$ cat src/rtl/mix_pkg.sv
// Shared definitions for the MIX command units: word geometry, the
// serial-unit state encoding and F-field decoding.
package mix_pkg;

    localparam int BYTE_W_DEF = 6;
    localparam int BYTES_DEF  = 5;
    localparam int WORD_W_DEF = 1 + BYTE_W_DEF * BYTES_DEF;

    typedef enum logic [1:0] {
        S_IDLE,
        S_ADD,
        S_NEG,
        S_DONE
    } state_t;

    typedef struct packed {
        logic [2:0] l;
        logic [2:0] r;
        logic       valid;
    } fspec_t;

    // F = 8*L + R; a field is usable when L <= R <= bytes-per-word
    function automatic fspec_t decode_field(input logic [5:0] f, input int bytes);
        fspec_t d;
        d.l     = f[5:3];
        d.r     = f[2:0];
        d.valid = (d.l <= d.r) && (int'(d.r) <= bytes);
        return d;
    endfunction

endpackage

$ cat src/rtl/mix_field_extract.sv
// Combinational MIX field selection: bytes L..R of a word, right-aligned and
// zero-filled, carrying the word's sign only when L = 0.
module mix_field_extract
    import mix_pkg::*;
#(
    parameter int  BYTE_W = BYTE_W_DEF,
    parameter int  BYTES  = BYTES_DEF,
    localparam int W      = 1 + BYTE_W * BYTES
) (
    input  logic [W-1:0] i_word,
    input  logic [5:0]   i_field,
    output logic [W-1:0] o_value,
    output logic         o_err
);

    localparam int MAG_W = BYTE_W * BYTES;

    fspec_t           w_fs;
    logic [2:0]       w_lo;
    logic [MAG_W-1:0] w_shifted;
    logic [MAG_W:0]   w_mask;
    int               w_shamt;
    int               w_nbits;

    always_comb begin
        w_fs    = decode_field(i_field, BYTES);
        // byte 0 is the sign, so magnitude bytes start at 1
        w_lo    = (w_fs.l == 3'd0) ? 3'd1 : w_fs.l;
        w_shamt = 0;
        w_nbits = 0;
        if (w_fs.valid) begin
            w_shamt = (BYTES - int'(w_fs.r)) * BYTE_W;
            if (w_fs.r >= w_lo)
                w_nbits = (int'(w_fs.r) - int'(w_lo) + 1) * BYTE_W;
        end
        w_shifted = i_word[MAG_W-1:0] >> w_shamt;
        w_mask    = ((MAG_W+1)'(1) << w_nbits) - (MAG_W+1)'(1);
        o_value   = {(w_fs.l == 3'd0) ? i_word[W-1] : 1'b0,
                     w_shifted & w_mask[MAG_W-1:0]};
        o_err     = !w_fs.valid;
    end

endmodule

$ cat src/rtl/mix_addsub_serial.sv
// Byte-serial sign-magnitude ADD/SUB with F-field operand selection; one shared
// BYTE_W adder serves both the add pass and the optional negate pass.
module mix_addsub_serial
    import mix_pkg::*;
#(
    parameter int  BYTE_W = BYTE_W_DEF,
    parameter int  BYTES  = BYTES_DEF,
    localparam int W      = 1 + BYTE_W * BYTES
) (
    input  logic         i_clk,
    input  logic         i_reset,
    input  logic         i_start,
    input  logic         i_sub,
    input  logic [5:0]   i_field,
    input  logic [W-1:0] i_in1,
    input  logic [W-1:0] i_in2,
    output logic [W-1:0] o_out,
    output logic         o_overflow,
    output logic         o_field_err,
    output logic         o_busy,
    output logic         o_stop
);

    localparam int             MAG_W = BYTE_W * BYTES;
    localparam int             CNT_W = $clog2(BYTES + 1);
    localparam logic [CNT_W-1:0] LAST = CNT_W'(BYTES - 1);

    state_t           r_state, w_state_nxt;
    logic [MAG_W-1:0] r_a, r_b, r_res;
    logic [CNT_W-1:0] r_cnt;
    logic             r_carry, r_diff, r_sign_a;
    logic [W-1:0]     r_out;
    logic             r_ovf, r_ferr;

    logic [W-1:0]     w_ext;
    logic             w_ferr;
    logic [BYTE_W-1:0] w_op_x, w_op_y, w_sum;
    logic             w_cout, w_last;
    logic [MAG_W-1:0] w_res_full;

    mix_field_extract #(.BYTE_W(BYTE_W), .BYTES(BYTES)) u_extract (
        .i_word  (i_in2),
        .i_field (i_field),
        .o_value (w_ext),
        .o_err   (w_ferr)
    );

    // NEG reuses the adder as ~res + carry, walking the result register
    always_comb begin
        w_op_x     = (r_state == S_NEG) ? ~r_res[BYTE_W-1:0] : r_a[BYTE_W-1:0];
        w_op_y     = (r_state == S_NEG) ? '0
                   : (r_diff ? ~r_b[BYTE_W-1:0] : r_b[BYTE_W-1:0]);
        {w_cout, w_sum} = {1'b0, w_op_x} + {1'b0, w_op_y} + {{BYTE_W{1'b0}}, r_carry};
        w_res_full = {w_sum, r_res[MAG_W-1:BYTE_W]};
        w_last     = (r_cnt == LAST);
    end

    always_comb begin
        w_state_nxt = r_state;
        case (r_state)
            S_IDLE: if (i_start) w_state_nxt = w_ferr ? S_DONE : S_ADD;
            S_ADD:  if (w_last)  w_state_nxt = (!r_diff || w_cout) ? S_DONE : S_NEG;
            S_NEG:  if (w_last)  w_state_nxt = S_DONE;
            S_DONE:              w_state_nxt = S_IDLE;
            default:             w_state_nxt = S_IDLE;
        endcase
    end

    always_ff @(posedge i_clk) begin
        if (i_reset) r_state <= S_IDLE;
        else         r_state <= w_state_nxt;
    end

    always_ff @(posedge i_clk) begin
        if (i_reset) begin
            r_a      <= '0;
            r_b      <= '0;
            r_res    <= '0;
            r_cnt    <= '0;
            r_carry  <= 1'b0;
            r_diff   <= 1'b0;
            r_sign_a <= 1'b0;
            r_out    <= '0;
            r_ovf    <= 1'b0;
            r_ferr   <= 1'b0;
        end else begin
            case (r_state)
                S_IDLE: if (i_start) begin
                    r_a      <= i_in1[MAG_W-1:0];
                    r_b      <= w_ext[MAG_W-1:0];
                    r_sign_a <= i_in1[W-1];
                    r_diff   <= i_in1[W-1] ^ w_ext[W-1] ^ i_sub;
                    r_carry  <= i_in1[W-1] ^ w_ext[W-1] ^ i_sub;
                    r_res    <= '0;
                    r_cnt    <= '0;
                    r_out    <= w_ferr ? i_in1 : '0;
                    r_ovf    <= 1'b0;
                    r_ferr   <= w_ferr;
                end
                S_ADD: begin
                    r_a     <= r_a >> BYTE_W;
                    r_b     <= r_b >> BYTE_W;
                    r_res   <= w_res_full;
                    r_carry <= w_cout;
                    r_cnt   <= r_cnt + CNT_W'(1);
                    if (w_last) begin
                        r_cnt <= '0;
                        // carry set on a subtract means |A| >= |B|: no negate needed
                        if (!r_diff || w_cout) begin
                            r_out <= {r_sign_a, w_res_full};
                            r_ovf <= !r_diff && w_cout;
                        end else begin
                            r_carry <= 1'b1;
                        end
                    end
                end
                S_NEG: begin
                    r_res   <= w_res_full;
                    r_carry <= w_cout;
                    r_cnt   <= r_cnt + CNT_W'(1);
                    if (w_last) begin
                        r_cnt <= '0;
                        r_out <= {(w_res_full == '0) ? r_sign_a : !r_sign_a, w_res_full};
                    end
                end
                default: ;
            endcase
        end
    end

    assign o_out       = r_out;
    assign o_overflow  = r_ovf;
    assign o_field_err = r_ferr;
    assign o_busy      = (r_state != S_IDLE);
    assign o_stop      = (r_state == S_DONE);

endmodule

$ cat config.mk
export PLATFORM = sky130hd
export DESIGN_NAME = mix_addsub_serial
export DESIGN_NICKNAME = d
export VERILOG_FILES = /design/src/rtl/mix_pkg.sv /design/src/rtl/mix_field_extract.sv /design/src/rtl/mix_addsub_serial.sv
export SDC_FILE = /design/constraint.sdc
export NUM_CORES = 1
export LEC_CHECK = 0
export CELL_PAD_IN_SITES_DETAIL_PLACEMENT = 1
export CELL_PAD_IN_SITES_GLOBAL_PLACEMENT = 2
export CORE_MARGIN = 8
export CORE_UTILIZATION = 35
export DETAILED_ROUTE_END_ITERATION = 8
export PLACE_DENSITY_LB_ADDON = 0.1
export SYNTH_ARGS = -nofsm -noshare
export SYNTH_HDL_FRONTEND = slang
export SYNTH_SLANG_ARGS = --single-unit
export TNS_END_PERCENT = 50
$ cat constraint.sdc
create_clock -name i_clk -period 13.9 [get_ports i_clk]
set_input_delay 2.78 -clock i_clk [delete_from_list [all_inputs] [get_ports i_clk]]
set_output_delay 2.78 -clock i_clk [all_outputs]
set_load 0.05 [all_outputs]
-- Word-level counts from Yosys, hierarchy flattened
Cells that the tools add are included.
- $add $sub $neg: 7
- $mul: 2
- magnitude comparators: 3
- equality and inequality tests: 8
- shift operators: 2
- mux-type cells: 38
- bitwise logic cells: 5
- reductions and logical operators: 21
- operator list (cell ; number):
    one-hot mux 30 bit (2 select lines) ; 3
    two-way mux 31 bit ; 5
    two-way mux 32 bit ; 3
    one-hot mux 31 bit (3 select lines) ; 1
    two-way mux 30 bit ; 3
    multiplier 32 x 3 -> 31 bit, second input constant ; 2
    adder 32 x 2 -> 32 bit, second input constant ; 1
    left shift 1 x 32 -> 30 bit, first input constant ; 1
    >> shifter 30 x 32 -> 30 bit ; 1
    bitwise AND 30 bit ; 1
    zero test 30 bit ; 1
    subtractor 30 x 2 -> 30 bit, second input constant ; 1
    two-way mux 6 bit ; 3
    inverter 6 bit ; 2
    two-way mux 1 bit ; 9
    two-way mux 3 bit ; 3
    two-way mux 2 bit ; 4
    inequality test 2 bit, second input constant ; 4
    one-hot mux 2 bit (4 select lines) ; 1
    AND reduction 2 bit ; 4
    adder 6 x 6 -> 7 bit ; 1
    adder 7 x 1 -> 7 bit ; 1
    one-hot mux 3 bit (2 select lines) ; 1
    nonzero test 2 bit ; 3
    other kinds (22) ; 27
- register bits after elaboration: 131
- logic and storage cells: 97

-- Depth between registers and ports, before layout
- depth after elaboration: 12
- mapped depth: 31

-- Cells and area by module
A second synthesis with hierarchy kept.
- cell total of the unflattened synthesis: 1133
- area, all modules: 8967.4 um^2
- modules (own cells, without submodules) (module ; times used ; cells each ; area each (um^2)):
    mix_addsub_serial ; 1 ; 686 ; 5967.0
    mix_field_extract ; 1 ; 447 ; 3000.4

-- Worst setup path before layout
OpenSTA, ideal clock, no wires.
- kind: input to register
- start point: input i_field[4]
- end point: register r_b[16]
- library setup time: 0.091 ns
- arrival time: 9.352 ns
- required time: 13.809 ns
- path slack: 4.457 ns
- stages: 28
- cells stage by stage: o21ai_0 > ha_1 > inv_1 > fa_1 > inv_1 > fa_1 > nor2_1 > nand2_1 > ha_1 > inv_1 > ha_1 > fa_1 > a21o_1 > a211o_1 > o21ai_1 > or3b_1 > mux2i_1 > or4_2 > nor4_4 > nand2_1 > nor2_1 > a31oi_1 > ha_1 > buf_6 > nor3_1 > nand3_1 > or3_1 > a311oi_1
- word-level cells in the longest chain between the ends: 12
- elaborated cells between the ends (all ways): 17
- those cells by class: add/sub (3); mul (1); order compare (2); shift (2); mux (6); bitwise (1); reduce/logical (2)
- ends and longest elaborated chain (element ; line ; RTL):
    from (decl) ; mix_addsub_serial.sv:14 ; input logic [5:0] i_field,
    zero test 3 bit ; mix_field_extract.sv:28 ; w_lo = (w_fs.l == 3'd0) ? 3'd1 : w_fs.l;
    two-way mux 3 bit ; mix_field_extract.sv:28 ;
    subtractor 3 x 3 -> 4 bit ; mix_field_extract.sv:34 ; w_nbits = (int'(w_fs.r) - int'(w_lo) + 1) * BYTE_W;
    adder 32 x 2 -> 32 bit ; mix_field_extract.sv:34 ;
    multiplier 32 x 3 -> 31 bit ; mix_field_extract.sv:34 ;
    two-way mux 32 bit ; mix_field_extract.sv:33 ; if (w_fs.r >= w_lo)
    two-way mux 32 bit ; mix_field_extract.sv:31 ; if (w_fs.valid) begin
    left shift 1 x 32 -> 30 bit ; mix_field_extract.sv:37 ; w_mask = ((MAG_W+1)'(1) << w_nbits) - (MAG_W+1)'(1);
    subtractor 30 x 2 -> 30 bit ; mix_field_extract.sv:37 ;
    bitwise AND 30 bit * ; mix_field_extract.sv:39 ; w_shifted & w_mask[MAG_W-1:0]};
    two-way mux 30 bit * ; mix_addsub_serial.sv:88 ; S_IDLE: if (i_start) begin
    one-hot mux 30 bit (2 select lines) * ; mix_addsub_serial.sv:87 ; case (r_state)
    to (signal assigned) ; mix_addsub_serial.sv:90 ; r_b <= w_ext[MAG_W-1:0];
    to (signal assigned) ; mix_addsub_serial.sv:102 ; r_b <= r_b >> BYTE_W;
    to (decl) ; mix_addsub_serial.sv:29 ; logic [MAG_W-1:0] r_a, r_b, r_res;
Every way passes the cells marked *; elsewhere a longest branch is shown, timed or not. The select of a mux whose other input is x is not followed.
A chain may end at the register's enable or synchronous reset.

-- Final worst setup path
- start point: input i_field[0]
- end point: register r_b[16]
- word-level cells in the longest chain between the ends: 10
- elaborated cells between the ends (all ways): 18
- those cells by class: add/sub (4); mul (2); order compare (3); shift (2); mux (5); bitwise (1); reduce/logical (1)
- ends and longest elaborated chain (element ; line):
    subtractor 3 x 3 -> 4 bit ; mix_field_extract.sv:34
    adder 32 x 2 -> 32 bit ; mix_field_extract.sv:34
    multiplier 32 x 3 -> 31 bit ; mix_field_extract.sv:34
    two-way mux 32 bit ; mix_field_extract.sv:33
    two-way mux 32 bit ; mix_field_extract.sv:31
    left shift 1 x 32 -> 30 bit ; mix_field_extract.sv:37
    subtractor 30 x 2 -> 30 bit ; mix_field_extract.sv:37
    bitwise AND 30 bit * ; mix_field_extract.sv:39
    two-way mux 30 bit * ; mix_addsub_serial.sv:88
    one-hot mux 30 bit (2 select lines) * ; mix_addsub_serial.sv:87
Marks and branches as above.

==> results.py <==
metrics = {
    "sta": {
        "tightest_slew_ns": 1.10,
        "drv_slew": 0,
        "layout_setup_ws_ns": 2.57,
        "setup-tns-final_ns": 0,
        "min_period_ns": 11.33,
        "rsz0062_at_grt": "no",
        "hold_viol": 0,
        "relSlewSlack_pct": 26.7,
        "max_freq_mhz": 88.3,
        "timing.final.crit_share_pct": 81.5,
        "finClkSkew_ns": 0.00872,
        "setup_viol": 0,
    },
    "cells_and_area": {
        "nNetsFinal": 1466,
        "antenna_cells": 0,
        "layout_commonest_cell": "nor2_1",
        "area.growth.synth_to_final_pct": 18.3,
        "layout_common_cells": "nor2_1 (153), dfxtp_1 (131), a21oi_1 (112)",
        "layout-drive-gt1-share_pct": 7.36,
        "design_area_sq_mm": 0.0120,
        "fin_cells": 1729,
    },
    "status": {
        "outcome": "finished, final reports clean",
    },
    "die": {
        "core_sq_mm": 0.0287,
        "die_h_microns": 187,
        "start_util_pct": 35.5,
        "ios": 107,
        "row_count": 62,
        "dieArea_sq_mm": 0.0348,
        "dieWidth_microns": 187,
    },
    "yosys": {
        "synth_xor_area_share_pct": 2.57,
        "synth_compound_area_share_pct": 27.6,
        "synth-seq-cells": 131,
        "synth_fa_ha_area_share_pct": 8.06,
        "synth_nets": 1421,
        "synthArstFlopShare_pct": 0,
        "syn_avg_cell_area_sq_um": 7.91,
        "ys_warn_count": 0,
        "synth_area_leaders": "dfxtp_1 (26%), ha_1 (6.9%), a211oi_1 (5.8%)",
        "synthMuxAreaShare_pct": 8.48,
        "yosys.area.top_type": "dfxtp_1",
        "synth_top_family_by_area": "compound AO/OA/AOI/OAI gates",
        "syn_area_sq_mm": 0.0102,
        "yosys.area_share.simple_pct": 21.6,
        "netlist_instances": 1287,
        "netlist.area_leader.share_pct": 25.8,
        "ys_seq_area_share_pct": 25.8,
        "synth_edf_count": 0,
        "synthFlopType": "dfxtp_1",
        "yosysUniqueCellTypes": 93,
    },
    "routing": {
        "vias": 10200,
        "ant_nets": 0,
        "drc": 0,
        "wl_microns": 38400,
        "viasPerCell": 5.89,
        "wl_per_cell_microns": 22.2,
        "drt_iter0_markers": 687,
        "dr.pass1.iters": 5,
    },
    "setup_path": {
        "crit_family": "simple AND/OR/NAND/NOR gates",
        "slowest_stage": "ha_1",
        "start_kind": "input pin",
        "r2r-end": "o_out[30]$_SDFFE_PP0P_",
        "crit_required_ns": 14.22,
        "crit_path_end_kind": "flop",
        "critical_path_arrival_ns": 11.65,
        "r2r_cells": 14,
        "rrSetupSlack_ns": 9.67,
        "path_class": "input pin to flop",
        "crit_top_cell": "ha_1",
        "regToRegStartpoint": "r_state[0]$_SDFFE_PP0P_",
        "critPathBufInv": 4,
        "cpPeakStageDelay_ns": 0.76,
        "critPathMaxFanout": 20,
    },
    "clocking": {
        "cts_tree": "done",
        "postCtsSetupBuffers": 0,
        "clkTransAtPathRegs_ns": 0.06,
        "clk_path_buf_depth": 2,
        "cts_buffers": 17,
        "cts_hold_buf": 0,
        "ctsHtreeMaxLevel": 4,
        "cts_sinks": 131,
        "cts_resized": 0,
        "clk_latency_ns": 0.41,
        "root_buffer": "clkbuf_16",
    },
    "pwr": {
        "p_leak_uw": 0.00455,
        "p_per_area_mw_per_mm2": 218,
        "peakVddDrop_mv": 0.0808,
    },
    "place": {
        "dp_cells": 1697,
        "dpl_cell_area_sq_mm": 0.0114,
        "place.detailed.hpwl_microns": 28900,
        "gp_congestion": 0.919,
        "preCtsSetupSlack_ns": 2.31,
        "portBuffers": 106,
    },
    "global_routing": {
        "grt_max_degree": 84,
        "antenna_found_initial": 0,
        "grt_pass1_wl_microns": 61200,
        "grt_overflow": 0,
        "grt_pass1_vias": 10500,
        "gr-usage-all-layers_pct": 21.4,
    },
    "min_path": {
        "holdCritPathClass": "flop to flop",
        "min_to": "r_b[29]$_SDFFE_PP0P_",
        "whs_path_depth": 2,
        "min_from": "r_b[29]$_SDFFE_PP0P_",
    },
    "run": {
        "cap_viol_max_count": 0,
    },
}
## cells in the mapped netlist, types with 16 or more instances
cell      instances
inv_1            44
nand3_1          69
a22oi_1          43
a211oi_1         79
mux2i_1          48
xnor2_1          18
nor2_1          154
ha_1             56
nand2_1          89
a21oi_1         112
nor3_1           26
dfxtp_1         131
o21ai_0          39
a21o_1           16
clkbuf_1         69
## worst max-delay path by stage
stage                from              endpoint  slack, ns  cells past startpoint
6_report       i_field[0]  r_b[16]$_SDFFE_PP0P_       2.57                     27
5_1_grt        i_field[0]  r_b[16]$_SDFFE_PP0P_       2.11                     27
4_1_cts        i_field[0]  r_b[16]$_SDFFE_PP0P_       2.74                     27
3_5_place_dp   i_field[0]  r_b[16]$_SDFFE_PP0P_       2.31                     27
3_3_place_gp   i_field[0]  r_b[16]$_SDFFE_PP0P_       2.56                     27
2_1_floorplan  i_field[4]  r_b[16]$_SDFFE_PP0P_       4.46                     28
## tightest hold or removal path, delay by kind of cell, from the launching register on
family / cells / cell delay (ns)
AND/OR/NAND/NOR: 2 / 0.09
flip-flops: 1 / 0.30
## state kept, by name (all words and copies together) (netlist names), 2 cells and up
signal / flops
r_b: 30
o_out: 31
r_cnt: 3
r_a: 30
r_res: 30
r_state: 2
## cell families (layout without fill, tap and decap cells)
kind of cell,after synthesis,count (layout)
simple gates,449,449
compound gates,409,409
flops,131,131
buf+inv,137,195
mux,70,70
fa+ha+maj,62,62
xor+xnor,29,29
## cell type report
cell class,instances,area (sq um)
multi-input combinational,1019,6990
sequential,131,2620
clock inverter,14,201
clock buffer,18,429
tap,384,480
inverter,44,165
timing repair buffer,119,1160
fill,3429,16700
## per-stage QoR
step | power, uW | hold slack, ns | utilization [%]
2_1_floorplan | 1670 | 0.407 | -
3_3_place_gp | 2140 | 0.420 | 39.8
3_5_place_dp | 2140 | 0.432 | 39.8
4_1_cts | 2640 | 0.444 | 42.0
5_1_grt | 2820 | 0.473 | 42.0
6_report | 2620 | 0.442 | 42.0
## power by group
| group | leakage, uW | internal, uW | switching, uW | total (uW) |
|---|---|---|---|---|
| registers | 0.00107 | 484 | 74.5 | 558 |
| clock network | 0.000302 | 303 | 180 | 484 |
| logic | 0.00318 | 538 | 1040 | 1580 |
| total | 0.00455 | 1320 | 1300 | 2620 |
## metal layers
metal / global-route usage, % / wire (microns) / vias to the layer above
met5: 0 / 0 / -
met4: 6.20 / 880 / 0
met3: 3.09 / 1500 / 47
met2: 35.6 / 18000 / 221
met1: 28.5 / 18100 / 4999
li1: - / - / 4915
(Power assumes the default switching activity.)
